**config.mk**
```make
export PLATFORM = sky130hd
export DESIGN_NAME = guest_spi_responder_flat
export DESIGN_NICKNAME = d
export VERILOG_FILES = /design/src/rtl/guest_spi_responder_if.sv /design/src/rtl/guest_spi_responder.sv /design/src/flat_wrapper.sv
export SDC_FILE = /design/constraint.sdc
export NUM_CORES = 1
export LEC_CHECK = 0
export CORE_MARGIN = 2
export CORE_UTILIZATION = 40
export CTS_CLUSTER_SIZE = 16
export DETAILED_ROUTE_END_ITERATION = 10
export GPL_ROUTABILITY_DRIVEN = 0
export GPL_TIMING_DRIVEN = 0
export HOLD_SLACK_MARGIN = 0.1
export SLEW_MARGIN = 20
export SYNTH_ARGS = -nofsm -noshare
export SYNTH_HDL_FRONTEND = slang
export SYNTH_SLANG_ARGS = --single-unit
```
**constraint.sdc**
```tcl
create_clock -name clk -period 3.2 [get_ports clk]
set_clock_uncertainty 0.2 [all_clocks]
set_input_delay 0.48 -clock clk [delete_from_list [all_inputs] [get_ports clk]]
set_output_delay 0.48 -clock clk [all_outputs]
set_load 0.02 [all_outputs]
```
**src/rtl/guest_spi_responder_if.sv**
```systemverilog
// rtl/guest_spi_responder_if.sv - SPI pin bundle between the MCU (master) and the guest core (slave)
//
// Signals:
//   spi_sck      SPI clock driven by the MCU
//   spi_ss_n     CONF_DATA0, active-low packet select
//   spi_mosi     SPI_DI, MCU to core
//   spi_miso     SPI_DO, core to MCU
//   spi_miso_oe  core drives spi_miso while a packet is selected

interface guest_spi_responder_if;
  logic spi_sck;
  logic spi_ss_n;
  logic spi_mosi;
  logic spi_miso;
  logic spi_miso_oe;

  modport master (
    output spi_sck,
    output spi_ss_n,
    output spi_mosi,
    input  spi_miso,
    input  spi_miso_oe
  );

  modport slave (
    input  spi_sck,
    input  spi_ss_n,
    input  spi_mosi,
    output spi_miso,
    output spi_miso_oe
  );
endinterface

```
**src/rtl/guest_spi_responder.sv**
```systemverilog
// rtl/guest_spi_responder.sv - SPI mode-0 command responder for the guest core
//
// Optional feature macro: GUEST_SPI_CONF_STR_EN (config-string readback on cmd 0x14).
//
// Ports:
//   clk, reset_n        system clock (>= 6x SCK), synchronous active-low reset
//   spi                 SPI pins (slave modport): sck, ss_n, mosi in; miso, miso_oe out
//   buttons, switches   from cmd 0x01
//   joy0, joy1          from cmd 0x02 / 0x03
//   status              32-bit word from cmd 0x1E, committed on the 4th data byte
//   ps2k_data/valid     keyboard FIFO head, popped when valid && ps2k_ready
//   ps2k_ovf            sticky: a keyboard byte was dropped
//   conf_addr/conf_data config ROM port (data has one clk of latency)

module guest_spi_responder #(
  parameter logic [7:0] CORE_ID         = 8'hA4,
  parameter int         CONF_ADDR_W     = 10,
  parameter int         FIFO_DEPTH_LOG2 = 3
) (
  input  logic                   clk,
  input  logic                   reset_n,
  guest_spi_responder_if.slave   spi,
  output logic [1:0]             buttons,
  output logic [1:0]             switches,
  output logic [7:0]             joy0,
  output logic [7:0]             joy1,
  output logic [31:0]            status,
  output logic [7:0]             ps2k_data,
  output logic                   ps2k_valid,
  input  logic                   ps2k_ready,
  output logic                   ps2k_ovf,
  output logic [CONF_ADDR_W-1:0] conf_addr,
  input  logic [7:0]             conf_data
);

  localparam int DEPTH = 1 << FIFO_DEPTH_LOG2;

  localparam logic [7:0] CMD_BUTTONS = 8'h01;
  localparam logic [7:0] CMD_JOY0    = 8'h02;
  localparam logic [7:0] CMD_JOY1    = 8'h03;
  localparam logic [7:0] CMD_KBD     = 8'h05;
  localparam logic [7:0] CMD_CONF    = 8'h14;
  localparam logic [7:0] CMD_STATUS  = 8'h1E;

  typedef enum logic [1:0] {
    ST_IDLE = 2'd0,
    ST_CMD  = 2'd1,
    ST_DATA = 2'd2
  } state_t;

  // ---------------------------------------------------------------------------
  // Input synchronisers. ss_n flops reset to 0 so that a reset taken while the
  // MCU holds ss_n low produces no falling edge: the rest of that packet is
  // ignored until ss_n has been seen high and then low again.
  // ---------------------------------------------------------------------------
  logic sck_s1_q, sck_s2_q, sck_s3_q;
  logic ss_s1_q, ss_s2_q, ss_s3_q;
  logic mosi_s1_q, mosi_s2_q;

  always_ff @(posedge clk) begin
    if (!reset_n) begin
      sck_s1_q  <= 1'b0;
      sck_s2_q  <= 1'b0;
      sck_s3_q  <= 1'b0;
      ss_s1_q   <= 1'b0;
      ss_s2_q   <= 1'b0;
      ss_s3_q   <= 1'b0;
      mosi_s1_q <= 1'b0;
      mosi_s2_q <= 1'b0;
    end else begin
      sck_s1_q  <= spi.spi_sck;
      sck_s2_q  <= sck_s1_q;
      sck_s3_q  <= sck_s2_q;
      ss_s1_q   <= spi.spi_ss_n;
      ss_s2_q   <= ss_s1_q;
      ss_s3_q   <= ss_s2_q;
      mosi_s1_q <= spi.spi_mosi;
      mosi_s2_q <= mosi_s1_q;
    end
  end

  logic sck_rise, sck_fall, ss_fall;
  assign sck_rise = sck_s2_q & ~sck_s3_q;
  assign sck_fall = ~sck_s2_q & sck_s3_q;
  assign ss_fall  = ss_s3_q & ~ss_s2_q;

  // ---------------------------------------------------------------------------
  // Packet FSM and core-visible registers
  // ---------------------------------------------------------------------------
  state_t                 state_q;
  logic [2:0]             bit_cnt_q;
  logic [CONF_ADDR_W-1:0] byte_idx_q;
  logic [7:0]             cmd_q;
  logic [7:0]             shift_in_q;
  logic [7:0]             miso_sh_q;
  logic                   reload_q;    // a byte just completed; next fall loads a fresh return byte
  logic                   miso_oe_q;
  logic [1:0]             buttons_q;
  logic [1:0]             switches_q;
  logic [7:0]             joy0_q;
  logic [7:0]             joy1_q;
  logic [31:0]            status_q;
  logic [23:0]            status_sh_q; // low three bytes of a status word in flight

  logic [7:0] rx_byte;
  logic       byte_end;
  logic       active;
  logic [7:0] next_tx;

  assign rx_byte  = {shift_in_q[6:0], mosi_s2_q};
  assign byte_end = (bit_cnt_q == 3'd7);
  assign active   = (state_q != ST_IDLE) && !ss_s2_q;

`ifdef GUEST_SPI_CONF_STR_EN
  assign next_tx   = (cmd_q == CMD_CONF) ? conf_data : 8'h00;
  // byte_idx saturates, so the ROM address does too.
  assign conf_addr = byte_idx_q;
`else
  logic unused_conf_data;
  assign unused_conf_data = ^conf_data;
  assign next_tx   = 8'h00;
  assign conf_addr = '0;
`endif

  always_ff @(posedge clk) begin
    if (!reset_n) begin
      state_q     <= ST_IDLE;
      bit_cnt_q   <= 3'd0;
      byte_idx_q  <= '0;
      cmd_q       <= 8'h00;
      shift_in_q  <= 8'h00;
      miso_sh_q   <= 8'h00;
      reload_q    <= 1'b0;
      miso_oe_q   <= 1'b0;
      buttons_q   <= 2'b00;
      switches_q  <= 2'b00;
      joy0_q      <= 8'h00;
      joy1_q      <= 8'h00;
      status_q    <= 32'h0;
      status_sh_q <= 24'h0;
    end else begin
      case (state_q)
        ST_IDLE: begin
          if (ss_fall) begin
            state_q    <= ST_CMD;
            bit_cnt_q  <= 3'd0;
            byte_idx_q <= '0;
            miso_sh_q  <= CORE_ID;
            reload_q   <= 1'b0;
            miso_oe_q  <= 1'b1;
          end
        end
        default: begin
          if (ss_s2_q) begin
            // Deselect: any partial byte is simply dropped.
            state_q   <= ST_IDLE;
            miso_oe_q <= 1'b0;
            miso_sh_q <= 8'h00;
            reload_q  <= 1'b0;
          end else if (sck_rise) begin
            shift_in_q <= rx_byte;
            bit_cnt_q  <= bit_cnt_q + 3'd1;
            if (byte_end) begin
              reload_q <= 1'b1;
              if (state_q == ST_CMD) begin
                cmd_q   <= rx_byte;
                state_q <= ST_DATA;
              end else begin
                case (cmd_q)
                  CMD_BUTTONS: if (byte_idx_q == '0) begin
                    buttons_q  <= rx_byte[1:0];
                    switches_q <= rx_byte[3:2];
                  end
                  CMD_JOY0: if (byte_idx_q == '0) joy0_q <= rx_byte;
                  CMD_JOY1: if (byte_idx_q == '0) joy1_q <= rx_byte;
                  CMD_STATUS: begin
                    if (byte_idx_q < CONF_ADDR_W'(3)) begin
                      status_sh_q[byte_idx_q[1:0]*8 +: 8] <= rx_byte;
                    end else if (byte_idx_q == CONF_ADDR_W'(3)) begin
                      status_q <= {rx_byte, status_sh_q};
                    end
                  end
                  default: ;
                endcase
                if (byte_idx_q != {CONF_ADDR_W{1'b1}}) begin
                  byte_idx_q <= byte_idx_q + 1'b1;
                end
              end
            end
          end else if (sck_fall) begin
            if (reload_q) begin
              miso_sh_q <= next_tx;
              reload_q  <= 1'b0;
            end else begin
              miso_sh_q <= {miso_sh_q[6:0], 1'b0};
            end
          end
        end
      endcase
    end
  end

  assign spi.spi_miso    = miso_sh_q[7];
  assign spi.spi_miso_oe = miso_oe_q;
  assign buttons         = buttons_q;
  assign switches        = switches_q;
  assign joy0            = joy0_q;
  assign joy1            = joy1_q;
  assign status          = status_q;

  // ---------------------------------------------------------------------------
  // Keyboard FIFO. A push into a full FIFO is still accepted when the head is
  // popped in the same cycle.
  // ---------------------------------------------------------------------------
  logic [7:0]                 fifo_mem_q [DEPTH];
  logic [FIFO_DEPTH_LOG2-1:0] wr_ptr_q, wr_ptr_d;
  logic [FIFO_DEPTH_LOG2-1:0] rd_ptr_q, rd_ptr_d;
  logic [FIFO_DEPTH_LOG2:0]   count_q, count_d;
  logic                       ovf_q, ovf_d;
  logic                       push, pop, full, accept;

  assign push   = active && (state_q == ST_DATA) && sck_rise && byte_end && (cmd_q == CMD_KBD);
  assign full   = (count_q == (FIFO_DEPTH_LOG2 + 1)'(DEPTH));
  assign pop    = (count_q != '0) && ps2k_ready;
  assign accept = push && (!full || pop);

  always_comb begin
    wr_ptr_d = wr_ptr_q;
    rd_ptr_d = rd_ptr_q;
    count_d  = count_q;
    ovf_d    = ovf_q;
    if (accept) wr_ptr_d = wr_ptr_q + 1'b1;
    if (pop)    rd_ptr_d = rd_ptr_q + 1'b1;
    if (accept && !pop)      count_d = count_q + 1'b1;
    else if (pop && !accept) count_d = count_q - 1'b1;
    if (push && !accept)     ovf_d   = 1'b1;
  end

  always_ff @(posedge clk) begin
    if (!reset_n) begin
      wr_ptr_q <= '0;
      rd_ptr_q <= '0;
      count_q  <= '0;
      ovf_q    <= 1'b0;
    end else begin
      wr_ptr_q <= wr_ptr_d;
      rd_ptr_q <= rd_ptr_d;
      count_q  <= count_d;
      ovf_q    <= ovf_d;
      if (accept) fifo_mem_q[wr_ptr_q] <= rx_byte;
    end
  end

  // Storage is not reset, so the head is masked while the FIFO is empty.
  assign ps2k_valid = (count_q != '0);
  assign ps2k_data  = ps2k_valid ? fifo_mem_q[rd_ptr_q] : 8'h00;
  assign ps2k_ovf   = ovf_q;

endmodule

```
**src/flat_wrapper.sv**
```systemverilog
// flat-port wrapper written by rule: the top's interface ports become plain ports
module guest_spi_responder_flat 
#(
  parameter logic [7:0] CORE_ID         = 8'hA4,
  parameter int         CONF_ADDR_W     = 10,
  parameter int         FIFO_DEPTH_LOG2 = 3
)
  (clk, reset_n, buttons, switches, joy0, joy1, status, ps2k_data, ps2k_valid, ps2k_ready, ps2k_ovf, conf_addr, conf_data, spi_spi_sck, spi_spi_ss_n, spi_spi_mosi, spi_spi_miso, spi_spi_miso_oe);
  guest_spi_responder_if spi_i ();
  input  logic clk;
  input  logic reset_n;
  output logic [1:0] buttons;
  output logic [1:0] switches;
  output logic [7:0] joy0;
  output logic [7:0] joy1;
  output logic [31:0] status;
  output logic [7:0] ps2k_data;
  output logic ps2k_valid;
  input  logic ps2k_ready;
  output logic ps2k_ovf;
  output logic [CONF_ADDR_W-1:0] conf_addr;
  input  logic [7:0] conf_data;
  input wire logic [$bits(spi_i.spi_sck)-1:0] spi_spi_sck;
  input wire logic [$bits(spi_i.spi_ss_n)-1:0] spi_spi_ss_n;
  input wire logic [$bits(spi_i.spi_mosi)-1:0] spi_spi_mosi;
  output wire logic [$bits(spi_i.spi_miso)-1:0] spi_spi_miso;
  output wire logic [$bits(spi_i.spi_miso_oe)-1:0] spi_spi_miso_oe;
  assign spi_i.spi_sck = spi_spi_sck;
  assign spi_i.spi_ss_n = spi_spi_ss_n;
  assign spi_i.spi_mosi = spi_spi_mosi;
  assign spi_spi_miso = spi_i.spi_miso;
  assign spi_spi_miso_oe = spi_i.spi_miso_oe;
  guest_spi_responder #(.CORE_ID(CORE_ID), .CONF_ADDR_W(CONF_ADDR_W), .FIFO_DEPTH_LOG2(FIFO_DEPTH_LOG2)) u_core (.clk(clk), .reset_n(reset_n), .spi(spi_i), .buttons(buttons), .switches(switches), .joy0(joy0), .joy1(joy1), .status(status), .ps2k_data(ps2k_data), .ps2k_valid(ps2k_valid), .ps2k_ready(ps2k_ready), .ps2k_ovf(ps2k_ovf), .conf_addr(conf_addr), .conf_data(conf_data));
endmodule
```
==> results.toml <==
[pwr]
leakage_nw = 3.86
power_density_mw_per_mm2 = 486
ir_drop_mv = 0.387
switching_share_pct = 21.7
seqPwrFrac_pct = 54.3
clkPwrFrac_pct = 43.3
internal_power_mw = 3.77
power_switching_mw = 1.05
combPwrFrac_pct = 2.4

[synthesis]
seq_area_frac_synth_pct = 56.5
ys.flop_type = "dfxtp_1"
synth_warnings = 0
syn_area_mm2 = 0.00822
syn_inst = 714
synth.distinct_cells = 49
synth.avg_cell_area_um2 = 11.5
ys_seq_elements = 200
synth_enable_flop_cells = 64
synth_top_area_share_pct = 33.1
synth_top_area_cell = "dfxtp_1"
ys_async_sr_fraction_pct = 0
synthTopCellsByArea = "dfxtp_1, edfxtp_1, mux2i_1, nand2_1, mux4_2"

[route]
drtIter0Drc = 359
top_layer = "met4"
firstDrtPassIters = 4
detail_route.wl_per_cell_um = 17.0
wl_um = 18500
met1Wirelength_um = 8340
dr_wl_met3_um = 784
drc = 0
vias = 5511
antenna_left = 0
avgViaCountPerCell = 5.05
dr_wl_met2_um = 9000

[critical_path]
reg2reg_to = "u_core.count_q[3]"
cp_data_required_time_ns = 2.52
r2r_setup_slack_ns = 0.17
endpoint = "ps2k_data[0]"
reg2reg_from = "u_core.cmd_q[5]"
cp.arrival_ns = 2.40
reg2reg_depth = 12
crit_path_end_kind = "output pin"
crit_fanout = 10
critical_path_class = "flip-flop to output pin"
cp-start-kind = "flip-flop"

[timing]
max_freq_mhz = 325
fin_crit_sh_pct = 96.2
rsz0062_at_grt = "no"
hold_violations = 0
slew_viol_final = 0
layout_setup_ws_ns = 0.121
finalCriticalPeriod_ns = 3.08
setup_viol_count_final = 0
worst_pin_slew_ns = 0.984
slew_headroom_pct = 33.9

[clock_network]
clockBufferDepth = 2
clk_pin_slew_ns = 0.07
clock_latency_ns = 0.43
clockRootBuffer = "clkbuf_16"
numCtsBuffers = 17
numClockSinks = 200
h-tree-depth = 4
cts_tree = "built"
ctsHoldBuffers = 0

[placement]
dp_hpwl_um = 12800
port_buffers = 68
place_inst = 1061
dp_slack_ns = -0.406

[flow_run]
maxCapViolCount = 0

[floorplanning]
num_rows = 52
fp.dieW_um = 147
die_area_mm2 = 0.0217
die_h_um = 147
coreArea_mm2 = 0.0202
io_pins = 88
start_util_pct = 40.7

[finish]
diodes = 0
nFillCells = 1836
drive_above_1_share_pct = 11.9
fin_cells = 1091
final_nets = 836
area_delta_synth_final_pct = 20.8

[global_routing]
grt_pass1_vias = 5598
grt_pass1_wl_um = 29600
track_usage_pct = 17.6
antenna_found_initial = 0
overflow = 0
grt_max_degree = 18

[outcome]
status = "finished clean"

[worst_hold_path]
hold_class = "flip-flop to flip-flop"
==> final cells by class <==
class	instances	area [um2]	area share [%]
clock inverter	12	111	1.12
timing repair buffer	70	701	7.06
inverter	7	26.3	0.265
buffer	41	235	2.37
tap	270	338	3.40
sequential	200	4650	46.9
multi-input combinational	472	3400	34.3
clock buffer	19	454	4.58
==> cells in the mapped netlist (all sizes together) (11+ instances only) <==
master,instances
clkbuf,24
dfxtp,136
nor2,23
edfxtp,64
a21boi,15
a21oi,13
nand2,128
buf,20
and2,16
nand3,42
mux2i,94
o21ai,11
ha,12
nor3,12
mux4,16
nor2b,15
==> metal layers <==
metal  vias up  global-route usage, %
met4         0                   6.63
li1       2689                      -
met2       117                   29.6
met5         -                      0
met3        28                   3.91
met1      2677                   22.4
==> worst min path at each step <==
stage                           startpoint          endpoint  slack, ns  cells past startpoint
after floorplan           u_core.mosi_s1_q  u_core.mosi_s2_q       0.21                      1
after global placement      u_core.ss_s1_q    u_core.ss_s2_q       0.22                      1
after detailed placement   u_core.sck_s1_q   u_core.sck_s2_q       0.24                      1
after CTS                  u_core.sck_s1_q   u_core.sck_s2_q       0.26                      1
after global routing        u_core.ss_s1_q    u_core.ss_s2_q       0.26                      1
final                      u_core.sck_s1_q   u_core.sck_s2_q       0.25                      1
==> logic make-up after synthesis <==
family / after synthesis / share of synthesized area (%)
flip-flops: 200 / 56.5
adder cells (fa/ha/maj): 13 / 2.07
buffers and inverters: 51 / 3.12
AO/OA/AOI/OAI: 50 / 3.90
AND/OR/NAND/NOR: 282 / 17.7
other: 1 / 0.0456
XOR/XNOR: 7 / 0.746
multiplexers: 110 / 15.8
==> per-stage QoR <==
stage               utilization (%)  hold WS [ns]  power [mW]  setup TNS [ns]  instance area (um2)
global route                   49.2         0.263        4.98               0                 9920
CTS                            49.1         0.255        4.86               0                 9900
global placement               45.9         0.223        2.79          -12.74                 9270
finish                         49.2         0.248        4.82               0                 9920
floorplan                         -         0.212        2.75               0                 8250
detailed placement             46.0         0.236        2.79           -3.23                 9290
==> power groups by stage <==
stage	clock network, mW	logic, mW	registers, mW
floorplan	0	0.0802	2.67
global placement	0	0.115	2.67
detailed placement	0	0.117	2.67
CTS	2.13	0.118	2.61
global route	2.23	0.128	2.61
finish	2.09	0.118	2.61
==> flip-flops by register name, indices dropped and copies added, names as in the netlist, 6 cells and up, named ones only <==
| name | flops |
|---|---|
| u_core.fifo_mem_q | 64 |
| u_core.status | 32 |
| u_core.status_sh_q | 24 |
| u_core.byte_idx_q | 10 |
| u_core.cmd_q | 8 |
| u_core.joy0 | 8 |
| u_core.joy1 | 8 |
| u_core.shift_in_q | 7 |
| u_core.miso_sh_q | 6 |
==> placed cells by master (no fill, tap or decap), types with 12 or more instances in the layout <==
cell type | Yosys | final
clkdlybuf4s50_1 | 0 | 66
nor2_1 | 23 | 23
edfxtp_1 | 64 | 64
and2_1 | 16 | 16
clkbuf_16 | 0 | 18
buf_4 | 10 | 12
nand3_1 | 42 | 42
mux2i_1 | 94 | 94
mux4_2 | 16 | 16
nand2_1 | 126 | 126
nor2b_1 | 15 | 15
a21boi_0 | 15 | 14
clkbuf_1 | 24 | 22
dfxtp_1 | 136 | 132
a21oi_1 | 13 | 12
==> worst max-delay path, cell delays in order (launching register included) <==
cell	delay, ns
dfxtp_4	0.43
buf_6	0.21
mux4_2	0.53
mux2i_1	0.17
nor2_1	0.07
clkdlybuf4s50_1	0.56
==> what timing repair did <==
item,4_1_cts,5_1_grt
endpoints found under the hold margin,0,0
resized for setup,16,7
endpoints found under the setup margin,67,5
pin swaps,1,2
setup buffers,2,0
Power figures use the tool's default switching activity.
